$ cat config.mk
export PLATFORM = sky130hd
export DESIGN_NAME = exit_gate_fsm_flat
export DESIGN_NICKNAME = d
export VERILOG_FILES = /design/src/rtl/exit_gate_fsm_if.sv /design/src/rtl/exit_gate_fsm.sv /design/src/flat_wrapper.sv
export SDC_FILE = /design/constraint.sdc
export NUM_CORES = 1
export LEC_CHECK = 0
export BUFFER_PORTS_ARGS = -buffer_cell sky130_fd_sc_hd__buf_2
export CAP_MARGIN = 20
export CORE_MARGIN = 3
export CORE_UTILIZATION = 55
export DETAILED_ROUTE_END_ITERATION = 10
export GPL_TIMING_DRIVEN = 0
export PLACE_DENSITY = 0.81
export SETUP_SLACK_MARGIN = 0.05
export SKIP_CTS_REPAIR_TIMING = 1
export SLEW_MARGIN = 20
export SYNTH_ARGS = -nofsm -noshare
export SYNTH_HDL_FRONTEND = slang
export SYNTH_SLANG_ARGS = --single-unit
export TNS_END_PERCENT = 100
$ cat constraint.sdc
create_clock -name clock_i -period 2.7 [get_ports clock_i]
set_input_delay 0.405 -clock clock_i [delete_from_list [all_inputs] [get_ports clock_i]]
set_output_delay 0.405 -clock clock_i [all_outputs]
set_load 0.02 [all_outputs]
$ cat src/rtl/exit_gate_fsm_if.sv
// Exit gate controller bus: sensor/pay-terminal inputs, gate/alarm/occupancy outputs.
//   master : environment side (drives sensors, code, car_in; observes outputs)
//   slave  : controller side (observes inputs; drives gate, alarm and occupancy outputs)
interface exit_gate_fsm_if #(
  parameter int unsigned OCC_W = 6
) ();
  logic             senr_e;     // car present at exit approach
  logic             senr_x;     // car has crossed exit gate
  logic [7:0]       code;       // exit code from pay terminal
  logic             code_vld;   // one-cycle strobe, code valid
  logic             car_in;     // one-cycle pulse from entry gate
  logic             gate_o;     // open exit gate
  logic             gate_cls;   // close exit gate
  logic             alm_code;   // bad-code alarm
  logic             alm_blkg;   // tailgate/blocking alarm
  logic [OCC_W-1:0] occupancy;  // cars currently in lot
  logic             full;       // occupancy == CAPACITY
  logic             empty;      // occupancy == 0

  modport master (
    output senr_e, senr_x, code, code_vld, car_in,
    input  gate_o, gate_cls, alm_code, alm_blkg, occupancy, full, empty
  );

  modport slave (
    input  senr_e, senr_x, code, code_vld, car_in,
    output gate_o, gate_cls, alm_code, alm_blkg, occupancy, full, empty
  );
endinterface

$ cat src/rtl/exit_gate_fsm.sv
// Exit-side parking gate controller: validates exit codes, opens/closes the
// exit gate, raises bad-code and tailgate alarms, tracks lot occupancy.
// Ports:
//   clock_i : clock, all logic on posedge
//   reset_i : synchronous active-high reset
//   bus     : exit_gate_fsm_if.slave (sensors, code, car_in in; gate/alarms/occupancy out)
module exit_gate_fsm #(
  parameter logic [7:0]  EXIT_CODE = 8'd185,
  parameter int unsigned MAX_TRIES = 3,
  parameter int unsigned TIMEOUT   = 16,
  parameter int unsigned CAPACITY  = 32,
  parameter int unsigned OCC_W     = 6
) (
  input logic             clock_i,
  input logic             reset_i,
  exit_gate_fsm_if.slave  bus
);

  localparam int unsigned TMR_W = $clog2(TIMEOUT);
  localparam int unsigned FC_W  = 2;

  typedef enum logic [2:0] {
    IDLE          = 3'd0,
    WAIT_CODE     = 3'd1,
    BAD_CODE      = 3'd2,
    CODE_ALARM    = 3'd3,
    CAR_EXITING   = 3'd4,
    GATE_BLOCKING = 3'd5,
    GATE_CLOSING  = 3'd6
  } state_e;

  state_e           state_q, state_d;
  logic [FC_W-1:0]  fail_q, fail_d;
  logic [TMR_W-1:0] timer_q, timer_d;
  logic [OCC_W-1:0] occ_q, occ_d;
  logic             full_q, empty_q;
  logic             gate_o_q, gate_cls_q, alm_code_q, alm_blkg_q;

  logic             code_ok_c, code_bad_c, dec_c, timer_end_c;
  logic [FC_W-1:0]  fail_inc_c;

  assign code_ok_c   = bus.code_vld && (bus.code == EXIT_CODE);
  assign code_bad_c  = bus.code_vld && (bus.code != EXIT_CODE);
  assign timer_end_c = (timer_q == TMR_W'(TIMEOUT - 1));
  // Failure count saturates at MAX_TRIES.
  assign fail_inc_c  = (fail_q == FC_W'(MAX_TRIES)) ? fail_q : fail_q + FC_W'(1);

  // Next-state, counters and exit-decrement decode.
  always_comb begin
    state_d = state_q;
    fail_d  = fail_q;
    timer_d = timer_q;
    dec_c   = 1'b0;
    case (state_q)
      IDLE: begin
        if (bus.senr_e && !empty_q) begin
          state_d = WAIT_CODE;
          timer_d = '0;
        end
      end
      WAIT_CODE, BAD_CODE: begin
        if (code_ok_c) begin
          state_d = CAR_EXITING;
          fail_d  = '0;
          timer_d = '0;
        end else if (code_bad_c) begin
          fail_d  = fail_inc_c;
          state_d = (fail_inc_c == FC_W'(MAX_TRIES)) ? CODE_ALARM : BAD_CODE;
        end else if (state_q == WAIT_CODE) begin
          // Abandon only while nobody is waiting at the approach.
          if (bus.senr_e) begin
            timer_d = '0;
          end else if (timer_end_c) begin
            state_d = IDLE;
            fail_d  = '0;
            timer_d = '0;
          end else begin
            timer_d = timer_q + TMR_W'(1);
          end
        end
      end
      CODE_ALARM: begin
        if (code_ok_c) begin
          state_d = CAR_EXITING;
          fail_d  = '0;
          timer_d = '0;
        end
      end
      CAR_EXITING: begin
        // Crossing wins over the back-out timeout in the same cycle.
        if (bus.senr_x) begin
          dec_c   = 1'b1;
          state_d = bus.senr_e ? GATE_BLOCKING : GATE_CLOSING;
        end else if (timer_end_c) begin
          state_d = GATE_CLOSING;
        end else begin
          timer_d = timer_q + TMR_W'(1);
        end
      end
      GATE_BLOCKING: begin
        if (code_ok_c) state_d = GATE_CLOSING;
      end
      GATE_CLOSING: state_d = IDLE;
      default:      state_d = IDLE;
    endcase
  end

  // Occupancy next value; simultaneous entry and exit cancel.
  always_comb begin
    occ_d = occ_q;
    case ({bus.car_in, dec_c})
      2'b10:   if (occ_q != OCC_W'(CAPACITY)) occ_d = occ_q + OCC_W'(1);
      2'b01:   if (occ_q != '0)               occ_d = occ_q - OCC_W'(1);
      default: occ_d = occ_q;
    endcase
  end

  // State, counters and registered Moore outputs decoded from the next state.
  always_ff @(posedge clock_i) begin
    if (reset_i) begin
      state_q    <= IDLE;
      fail_q     <= '0;
      timer_q    <= '0;
      occ_q      <= '0;
      full_q     <= 1'b0;
      empty_q    <= 1'b1;
      gate_o_q   <= 1'b0;
      gate_cls_q <= 1'b0;
      alm_code_q <= 1'b0;
      alm_blkg_q <= 1'b0;
    end else begin
      state_q    <= state_d;
      fail_q     <= fail_d;
      timer_q    <= timer_d;
      occ_q      <= occ_d;
      full_q     <= (occ_d == OCC_W'(CAPACITY));
      empty_q    <= (occ_d == '0);
      gate_o_q   <= (state_d == CAR_EXITING) || (state_d == GATE_BLOCKING);
      gate_cls_q <= (state_d == GATE_CLOSING);
      alm_code_q <= (state_d == CODE_ALARM);
      alm_blkg_q <= (state_d == GATE_BLOCKING);
    end
  end

  assign bus.gate_o    = gate_o_q;
  assign bus.gate_cls  = gate_cls_q;
  assign bus.alm_code  = alm_code_q;
  assign bus.alm_blkg  = alm_blkg_q;
  assign bus.occupancy = occ_q;
  assign bus.full      = full_q;
  assign bus.empty     = empty_q;

endmodule

$ cat src/flat_wrapper.sv
// flat-port wrapper written by rule: the top's interface ports become plain ports
module exit_gate_fsm_flat 
#(
  parameter logic [7:0]  EXIT_CODE = 8'd185,
  parameter int unsigned MAX_TRIES = 3,
  parameter int unsigned TIMEOUT   = 16,
  parameter int unsigned CAPACITY  = 32,
  parameter int unsigned OCC_W     = 6
)
  (clock_i, reset_i, bus_senr_e, bus_senr_x, bus_code, bus_code_vld, bus_car_in, bus_gate_o, bus_gate_cls, bus_alm_code, bus_alm_blkg, bus_occupancy, bus_full, bus_empty);
  exit_gate_fsm_if #(.OCC_W(OCC_W)) bus_i ();
  input logic clock_i;
  input logic reset_i;
  input wire logic [$bits(bus_i.senr_e)-1:0] bus_senr_e;
  input wire logic [$bits(bus_i.senr_x)-1:0] bus_senr_x;
  input wire logic [$bits(bus_i.code)-1:0] bus_code;
  input wire logic [$bits(bus_i.code_vld)-1:0] bus_code_vld;
  input wire logic [$bits(bus_i.car_in)-1:0] bus_car_in;
  output wire logic [$bits(bus_i.gate_o)-1:0] bus_gate_o;
  output wire logic [$bits(bus_i.gate_cls)-1:0] bus_gate_cls;
  output wire logic [$bits(bus_i.alm_code)-1:0] bus_alm_code;
  output wire logic [$bits(bus_i.alm_blkg)-1:0] bus_alm_blkg;
  output wire logic [$bits(bus_i.occupancy)-1:0] bus_occupancy;
  output wire logic [$bits(bus_i.full)-1:0] bus_full;
  output wire logic [$bits(bus_i.empty)-1:0] bus_empty;
  assign bus_i.senr_e = bus_senr_e;
  assign bus_i.senr_x = bus_senr_x;
  assign bus_i.code = bus_code;
  assign bus_i.code_vld = bus_code_vld;
  assign bus_i.car_in = bus_car_in;
  assign bus_gate_o = bus_i.gate_o;
  assign bus_gate_cls = bus_i.gate_cls;
  assign bus_alm_code = bus_i.alm_code;
  assign bus_alm_blkg = bus_i.alm_blkg;
  assign bus_occupancy = bus_i.occupancy;
  assign bus_full = bus_i.full;
  assign bus_empty = bus_i.empty;
  exit_gate_fsm #(.EXIT_CODE(EXIT_CODE), .MAX_TRIES(MAX_TRIES), .TIMEOUT(TIMEOUT), .CAPACITY(CAPACITY), .OCC_W(OCC_W)) u_core (.clock_i(clock_i), .reset_i(reset_i), .bus(bus_i));
endmodule
==> results of run 1 <==
stage by stage:
step	cell area (µm²)	power, mW	std cells	util [%]	setup WS (ns)
finish	1660	0.559	247	66.6	0.244
global route	1660	0.588	247	66.6	0.0867
CTS	1660	0.564	247	66.3	0.116
detailed placement	1630	0.418	243	65.2	0.183
global placement	1630	0.415	243	65.2	0.258
floorplan	1470	0.387	188	-	0.648
registers in the layout (all words and copies together), names as in the netlist, 2 cells and up:
register              count
u_core.state_q            3
u_core.fail_q             2
u_core.timer_q            4
u_core.bus.occupancy      6
cell usage in the layout (no fill, tap or decap), drive strengths merged, types with 5 or more instances in the layout:
cell	count
buf	29
dfxtp	21
nor2	20
a21oi	17
nand2	17
inv	12
o21ai	10
nand3	8
nand2b	7
ha	6
clkbuf	6
nor2b	5
a31oi	5
metal layers:
layer  part of all wire [%]  up-vias
met1                     46      684
met3                    6.2        4
met5                      0        -
li1                       -      740
met2                     47       56
met4                   0.99        0
synth_stat cells (2+ instances only):
cell type / instances
nor4_1: 2
inv_1: 12
and4b_1: 2
a21oi_1: 17
nor2_1: 20
ha_1: 6
clkbuf_1: 3
a211oi_1: 4
nor3_1: 2
nand4b_1: 2
nand2_1: 17
and3_1: 2
a31oi_1: 5
o22ai_1: 2
dfxtp_1: 21
o21ai_0: 9
nor2b_1: 5
nand3_1: 8
buf_6: 3
a2bb2oi_1: 2
nand2b_1: 7
and2_1: 2
and4_1: 2
path summary, 6_finish.rpt:
check	slack [ns]	cells past startpoint	startpoint	endpoint
worst min register to register	0.48	2	u_core.fail_q[0]	u_core.fail_q[0]
worst max register to register	0.24	11	u_core.state_q[0]	u_core.bus.empty
worst min-delay path	0.33	2	reset_i	u_core.bus.occupancy[5]
worst max-delay path	0.24	11	u_core.state_q[0]	u_core.bus.empty
report_power, final:
| part | switching [mW] | internal (mW) | total, mW |
|---|---|---|---|
| combinational | 0.0544 | 0.0412 | 0.0956 |
| clock | 0.0896 | 0.0553 | 0.145 |
| sequential | 0.00492 | 0.314 | 0.319 |
| total | 0.149 | 0.410 | 0.559 |
final cells by class:
type / count / area, µm²
repair buffers: 25 / 125
flip-flops and latches: 21 / 420
multi-input cells: 147 / 945
inverters: 12 / 45.0
clock buffers: 3 / 22.5
clock inverters: 1 / 5.00
plain buffers: 8 / 63.8
fillers: 219 / 836
well taps: 30 / 37.5
kinds of logic (layout without fill, tap and decap cells):
logic type / Yosys count / after routing
buffers and inverters: 20 / 49
adder cells (fa/ha/maj): 6 / 6
AND/OR/NAND/NOR: 88 / 88
AO/OA/AOI/OAI: 51 / 51
XOR/XNOR: 1 / 1
flip-flops: 21 / 21
multiplexers: 1 / 1
==> qor.yml, run 1 <==
cts_max_level: 1
cts_sinks: 21
ant_nets: 0
cts_tree: "done"
use_met1_pct: 29.8
timing.hold.ws_ns: 0.326
crit_family: "simple AND/OR/NAND/NOR gates"
worst_slew_pin_slew_ns: 0.523
yosysWarnings: 0
syn_inst: 188
synthSimpleGateAreaFrac_pct: 35.6
setup_viol: 0
cts_root_buf: "clkbuf_4"
crit_type: "reg2reg"
hp-class: "in2reg"
num_rows: 18
clock_latency_ns: 0.30
nets: 238
finalCritPeriodShare_pct: 91.0
start_kind: "flop"
drc: 0
grt_max_degree: 13
grt_pass1_vias: 1297
synth_fp_nets: 208
crit_fanout: 10
grt_util_all_layers_pct: 21.7
cap_violations: 0
fp.dieW_um: 57.6
drtPass1Iterations: 4
synthFlopType: "dfxtp_1"
drive_gt1_share_pct: 20.3
critPathRequiredTime_ns: 2.90
slew_headroom_pct: 64.6
start_util_pct: 58.7
synth.top_cell.area_share_pct: 28.7
end_kind: "flop"
gp_congestion: 0.933
leakagePower_nw: 0.703
report.final.slew_viol_count: 0
drt_iter0_markers: 61
synth-seq-cells: 21
synth_top_family_by_area: "simple AND/OR/NAND/NOR gates"
path_buf_inv: 3
grt_pass1_wl_mm: 5.68
synth_edf_count: 0
coreArea_mm2: 0.00250
netlist_area_mm2: 0.00147
ir_drop_v: 0.000379
muxShareOfSynthArea_pct: 0.683
wl_per_cell_um: 13.9
clkTransAtPathRegs_ns: 0.11
dp_hpwl_mm: 2.68
synthArstFlopShare_pct: 0
wirelength_mm: 3.42
synth_fa_ha_area_share_pct: 5.12
power.density_mw_per_mm2: 336
cts_buffers: 3
vias_per_cell: 6.01
yosysTopAreaCell: "dfxtp_1"
yosys-top-cells-area: "dfxtp_1, a21oi_1, ha_1, nor2_1, nand2_1"
slowest_stage: "dfxtp_1"
use_met3_pct: 4.68
antenna_found_initial: 0
synth.distinct_cells: 56
worstPathCellList: "buf_6 > nor2_1 > nand3_1 > inv_1 > ha_1 > clkbuf_2 > nor3b_1 > a31oi_1 > o221ai_2 > nand3_1 > o41ai_1"
num_vias: 1484
finalCriticalPeriod_ns: 2.46
cpPeakStageDelay_ns: 0.33
place.port_buffers: 25
status: "finished, final reports clean"
dieHeight_um: 57.6
setup-tns-final_ns: 0
rsz0062_at_grt: "no"
fmax_mhz: 407
crit_path_frequent_cell: "nand3_1"
synth_xor_area_share_pct: 0.597
finalHoldViolCount: 0
avgSynthCellArea_um2: 7.80
num_antenna_cells: 0
synth_compound_area_share_pct: 22.0
ys_seq_area_share_pct: 28.7
grt_overflow: 0
skew_ns: 0.00222
cts_buffer_depth: 2
area_growth_pct: 13.5
dieArea_mm2: 0.00332
met2_usage_pct: 34.7
critPathArrivalTime_ns: 2.66
grt.busiest_layer: "met2"
pin_count: 26
Note: power is estimated with default switching activity, not from simulation.
==> run 2, diff against run 1 <==
clock period = 3.1 ns   (was 2.7 ns; I/O delays follow)
==> qor.yml, run 2 (synthesis gave the netlist of run 1 again) <==
status: "finished, final reports clean"
final_common_cell: "buf_2"
comb_power_share_pct: 17.0  # about the same
start_util_pct: 58.7  # unchanged
cts_root_buf: "clkbuf_4"
cts_max_level: 1  # unchanged
grt_pass1_wl_mm: 5.68  # unchanged
drc: 0  # unchanged
design_area_mm2: 0.00166  # -0.45%
crit_fanout: 10  # unchanged
cts_buffers: 3  # unchanged
skew_ns: 0.00243  # +0.000210 ns
dp_hpwl_mm: 2.68  # unchanged
internal_power_uw: 357  # -13%
hold-path-cell-count: 2  # unchanged
finalCriticalPeriod_ns: 2.61  # +0.158 ns
grt_max_degree: 13  # unchanged
multi_input_area_um2: 938  # -0.66%
seqPwrFrac_pct: 57.1  # about the same
fmax_mhz: 382  # -6.1%
start_kind: "flop"
pin_count: 26  # unchanged
fp.dieW_um: 57.6  # unchanged
setup-tns-final_ns: 0  # unchanged
regArea_um2: 420  # unchanged
cap_violations: 0  # unchanged
crit_family: "simple AND/OR/NAND/NOR gates"
place.port_buffers: 25  # unchanged
wl_per_cell_um: 13.9  # about the same
finalHoldViolCount: 0  # unchanged
critPathArrivalTime_ns: 2.82  # +0.16 ns
grt_overflow: 0  # unchanged
power_frac_clock_pct: 25.9  # about the same
p_sw_share_pct: 26.6  # -0.039 points
leakagePower_nw: 0.700  # -0.54%
drt_iter0_markers: 48  # -21%
antenna_found_initial: 0  # unchanged
drtPass1Iterations: 4  # unchanged
worstPathCellList: "buf_6 > nor2_1 > nand3_1 > inv_1 > ha_1 > clkbuf_1 > nor3b_1 > a31oi_1 > o221ai_1 > nand3_1 > o41ai_1"
dpl-instance-area_mm2: 0.00163  # unchanged
slowest_stage: "o221ai_1"
largest_reg_flops: 6  # unchanged
vias_per_cell: 5.93  # -1.3%
num_antenna_cells: 0  # unchanged
final_cell_mix: "buf_2, dfxtp_1, nor2_1"
dieArea_mm2: 0.00332  # unchanged
fillCellCount: 217  # -0.91%
grt_pass1_vias: 1297  # unchanged
crit_type: "reg2reg"
path_depth: 11  # unchanged
num_rows: 18  # unchanged
dieHeight_um: 57.6  # unchanged
grt_util_all_layers_pct: 21.7  # unchanged
design_power_total_uw: 486  # -13%
coreArea_mm2: 0.00250  # unchanged
end_kind: "flop"
r2r_cells: 11  # unchanged
power_switching_uw: 129  # -13%
area_growth_pct: 13.0
critPathRequiredTime_ns: 3.30  # +0.40 ns
power.density_mw_per_mm2: 293  # -13%
gp_congestion: 0.933  # unchanged
clock_latency_ns: 0.30  # about the same
report.final.slew_viol_count: 0  # unchanged
crit_path_frequent_cell: "nand3_1"
setup_viol: 0  # unchanged
drive_gt1_share_pct: 19.4  # -0.92 points
cts_tree: "done"
clkTransAtPathRegs_ns: 0.11  # about the same
num_vias: 1464  # -1.3%
wirelength_mm: 3.43  # about the same
ir_drop_v: 0.000330  # -13%
hp-class: "in2reg"
cts_buffer_depth: 2  # unchanged
worst_slew_pin_slew_ns: 0.524  # +0.000663 ns
finalCritPeriodShare_pct: 84.3  # -6.6 points
ant_nets: 0  # unchanged
rsz0062_at_grt: "no"
cts_sinks: 21  # unchanged
path_buf_inv: 3  # unchanged
slew_headroom_pct: 64.6  # about the same
nets: 238  # unchanged
timing.hold.ws_ns: 0.386  # +0.0601 ns
cpPeakStageDelay_ns: 0.36  # +0.03 ns
## run 2: area by class of cell
class	instances	area share (%)
flip-flops and latches	21	25.4
clock inverters	1	0.302
inverters	12	2.72
multi-input cells	147	56.6
clock buffers	3	1.36
repair buffers	25	7.55
well taps	30	2.27
plain buffers	8	3.78
## run 2: power by group through the flow
stage	combinational, mW	clock, mW	sequential, mW
after floorplan	0.0518	0	0.286
after global placement	0.0776	0	0.283
after detailed placement	0.0803	0	0.284
after CTS	0.0811	0.132	0.278
after global routing	0.0906	0.142	0.278
final	0.0825	0.126	0.277
## run 2: final timing paths
check | end | slack [ns] | startpoint
setup / recovery | u_core.bus.empty | 0.49 | u_core.state_q[0]
hold / removal | u_core.bus.occupancy[5] | 0.39 | reset_i
setup reg to reg | u_core.bus.empty | 0.49 | u_core.state_q[0]
hold reg to reg | u_core.fail_q[0] | 0.48 | u_core.fail_q[0]
## run 2: stage by stage
stage / instances / util, % / worst slack (ns)
3_3_place_gp: 243 / 65.2 / 0.658
6_report: 247 / 66.3 / 0.485
5_1_grt: 247 / 66.3 / 0.326
2_1_floorplan: 188 / - / 1.05
3_5_place_dp: 243 / 65.2 / 0.583
4_1_cts: 247 / 66.3 / 0.516
## run 2: routing by layer
| layer | share of wire (%) | vias to the layer above | GRT usage, % | wire length (µm) |
|---|---|---|---|---|
| li1 | - | 740 | - | - |
| met1 | 47 | 666 | 29.8 | 1590 |
| met2 | 46 | 54 | 34.7 | 1590 |
| met3 | 6.2 | 4 | 4.68 | 211 |
| met4 | 0.99 | 0 | 5.63 | 34 |
| met5 | 0 | - | 0 | 0 |
==> run 3, diff against run 2 <==
CORE_UTILIZATION = 50   (was 55)
PLACE_DENSITY = 0.77   (was 0.81)
clock period = 2.1 ns   (was 3.1 ns; I/O delays follow)
==> qor.yml, run 3 (synthesis gave the netlist of run 1 again) <==
status: "finished, final reports clean"
cp-startpoint: "u_core.state_q[0]"
setup_viol: 0  # unchanged
drtPass1Iterations: 4  # unchanged
start_util_pct: 52.7  # -5.9 points
grt_max_degree: 13  # unchanged
crit_type: "reg2reg"
num_vias: 1513  # +3.3%
cap_violations: 0  # unchanged
grt_util_all_layers_pct: 19.5  # -2.1 points
dpl-instance-area_mm2: 0.00163  # +0.23%
rsz0062_at_grt: "yes"
dpl.cell_count: 244  # +0.41%
drc: 0  # unchanged
nets: 247  # +3.8%
skew_ns: 0.00643  # +0.00400 ns
finalCritPeriodShare_pct: 96.7  # +12 points
dp_hpwl_mm: 2.51  # -6.3%
pre_cts_ws_ns: -0.230  # -0.813 ns
slew_headroom_pct: 65.5  # +0.88 points
crit_fanout: 7  # -3
fillCellCount: 231  # +6.5%
num_rows: 19  # +1
r2r_start: "u_core.state_q[0]"
antenna_found_initial: 0  # unchanged
dieArea_mm2: 0.00362  # +8.9%
critPathRequiredTime_ns: 2.31  # -0.99 ns
area_growth_pct: 25.8
comb_power_share_pct: 19.7  # +2.7 points
regArea_um2: 429  # +2.1%
dieHeight_um: 60.2  # +4.4%
pin_count: 26  # unchanged
crit_path_end: "u_core.bus.full"
r2r-end: "u_core.bus.full"
leakagePower_nw: 0.768  # +9.8%
cts_buffers: 3  # unchanged
multi_input_area_mm2: 0.00104  # +11%
critPathArrivalTime_ns: 2.24  # -0.58 ns
reg2reg_slack_ns: 0.07  # -0.42 ns
finalCriticalPeriod_ns: 2.03  # -0.585 ns
ant_nets: 0  # unchanged
p_sw_share_pct: 27.5  # +0.85 points
cts_max_level: 1  # unchanged
instances_no_fill: 257  # +4.0%
wirelength_mm: 3.67  # +7.2%
drt_iter0_markers: 57  # +19%
design_area_mm2: 0.00184  # +11%
start_kind: "flop"
hp-class: "in2reg"
fp.dieW_um: 60.2  # +4.4%
layout_setup_ws_ns: 0.0699  # -0.415 ns
num_antenna_cells: 0  # unchanged
cts_buffer_depth: 2  # unchanged
grt_overflow: 0  # unchanged
cts_tree: "done"
cts_sinks: 21  # unchanged
seqPwrFrac_pct: 54.7  # -2.4 points
drive_gt1_share_pct: 32.3  # +13 points
power.density_mw_per_mm2: 406  # +38%
report.final.slew_viol_count: 0  # unchanged
finalHoldViolCount: 0  # unchanged
power_frac_clock_pct: 25.6  # -0.3 points
clock_latency_ns: 0.30  # about the same
setup-tns-final_ns: 0  # unchanged
clkTransAtPathRegs_ns: 0.12  # about the same
wl_per_cell_um: 14.3  # +3.0%
largest_reg_flops: 6  # unchanged
coreArea_mm2: 0.00278  # +11%
grt_pass1_wl_mm: 5.53  # -2.6%
place.port_buffers: 25  # unchanged
r2r_cells: 9  # -2
final_cell_mix: "buf_2, nor2_1, a21oi_1, nand2_1, dfxtp_1"
fmax_mhz: 493  # +29%
worst_slew_pin_slew_ns: 0.518  # -0.00585 ns
timing.hold.ws_ns: 0.265  # -0.121 ns
vias_per_cell: 5.89  # -0.67%
internal_power_uw: 544  # +52%
grt_pass1_vias: 1278  # -1.5%
cts_root_buf: "clkbuf_4"
final_common_cell: "buf_2"
end_kind: "flop"
gp_congestion: 0.868  # -6.9%
power_switching_uw: 206  # +59%
ir_drop_v: 0.000426  # +29%
run 3: cell types whose count changed in the layout (fill, tap and decap cells not counted), sizes merged:
cell and change:
clkbuf -1, buf +10
run 3: power groups by stage:
stage	clock [mW]	sequential [mW]	combinational, mW
floorplan	0	0.421	0.0768
global placement	0	0.419	0.117
detailed placement	0	0.419	0.117
CTS	0.198	0.410	0.118
global route	0.212	0.411	0.161
finish	0.192	0.410	0.147
run 3: area by class of cell:
cell class              instances  share of cell area, %
well taps                      31                   2.10
clock buffers                   3                   1.22
repair buffers                 34                   10.4
clock inverters                 1                  0.271
plain buffers                   8                   3.80
inverters                      12                   2.44
flip-flops and latches         21                   23.3
multi-input cells             147                   56.4
run 3: metal layers:
layer / vias to the layer above / GRT usage, % / share of wire [%] / wire (µm)
li1: 760 / - / - / -
met1: 706 / 27.9 / 46 / 1680
met2: 43 / 31.0 / 48 / 1750
met3: 4 / 4.10 / 5.8 / 214
met4: 0 / 2.22 / 0.71 / 26
met5: - / 0 / 0 / 0
run 3: worst min path at each step:
| stage | from | endpoint | slack, ns | cells after the start |
|---|---|---|---|---|
| 2_1_floorplan | reset_i | u_core.bus.occupancy[5] | 0.39 | 1 |
| 3_3_place_gp | u_core.fail_q[0] | u_core.fail_q[1] | 0.46 | 2 |
| 3_5_place_dp | u_core.fail_q[0] | u_core.fail_q[0] | 0.47 | 2 |
| 4_1_cts | reset_i | u_core.bus.occupancy[5] | 0.21 | 2 |
| 5_1_grt | reset_i | u_core.bus.empty | 0.26 | 3 |
| 6_report | reset_i | u_core.bus.empty | 0.27 | 3 |
run 3: per-stage QoR:
stage	power [mW]	util, %
after floorplan	0.498	-
after global placement	0.536	58.7
after detailed placement	0.537	58.7
after CTS	0.727	59.7
after global routing	0.784	66.3
final	0.749	66.3
run 3: critical path, cell delays in order (launching register included):
cell and delay, ns:
dfxtp_2 0.34, buf_6 0.13, nor2_4 0.14, nand3_2 0.11
inv_2 0.08, ha_4 0.21, nand2b_1 0.21, o21bai_1 0.18
a2bb2oi_1 0.32, and4b_1 0.24
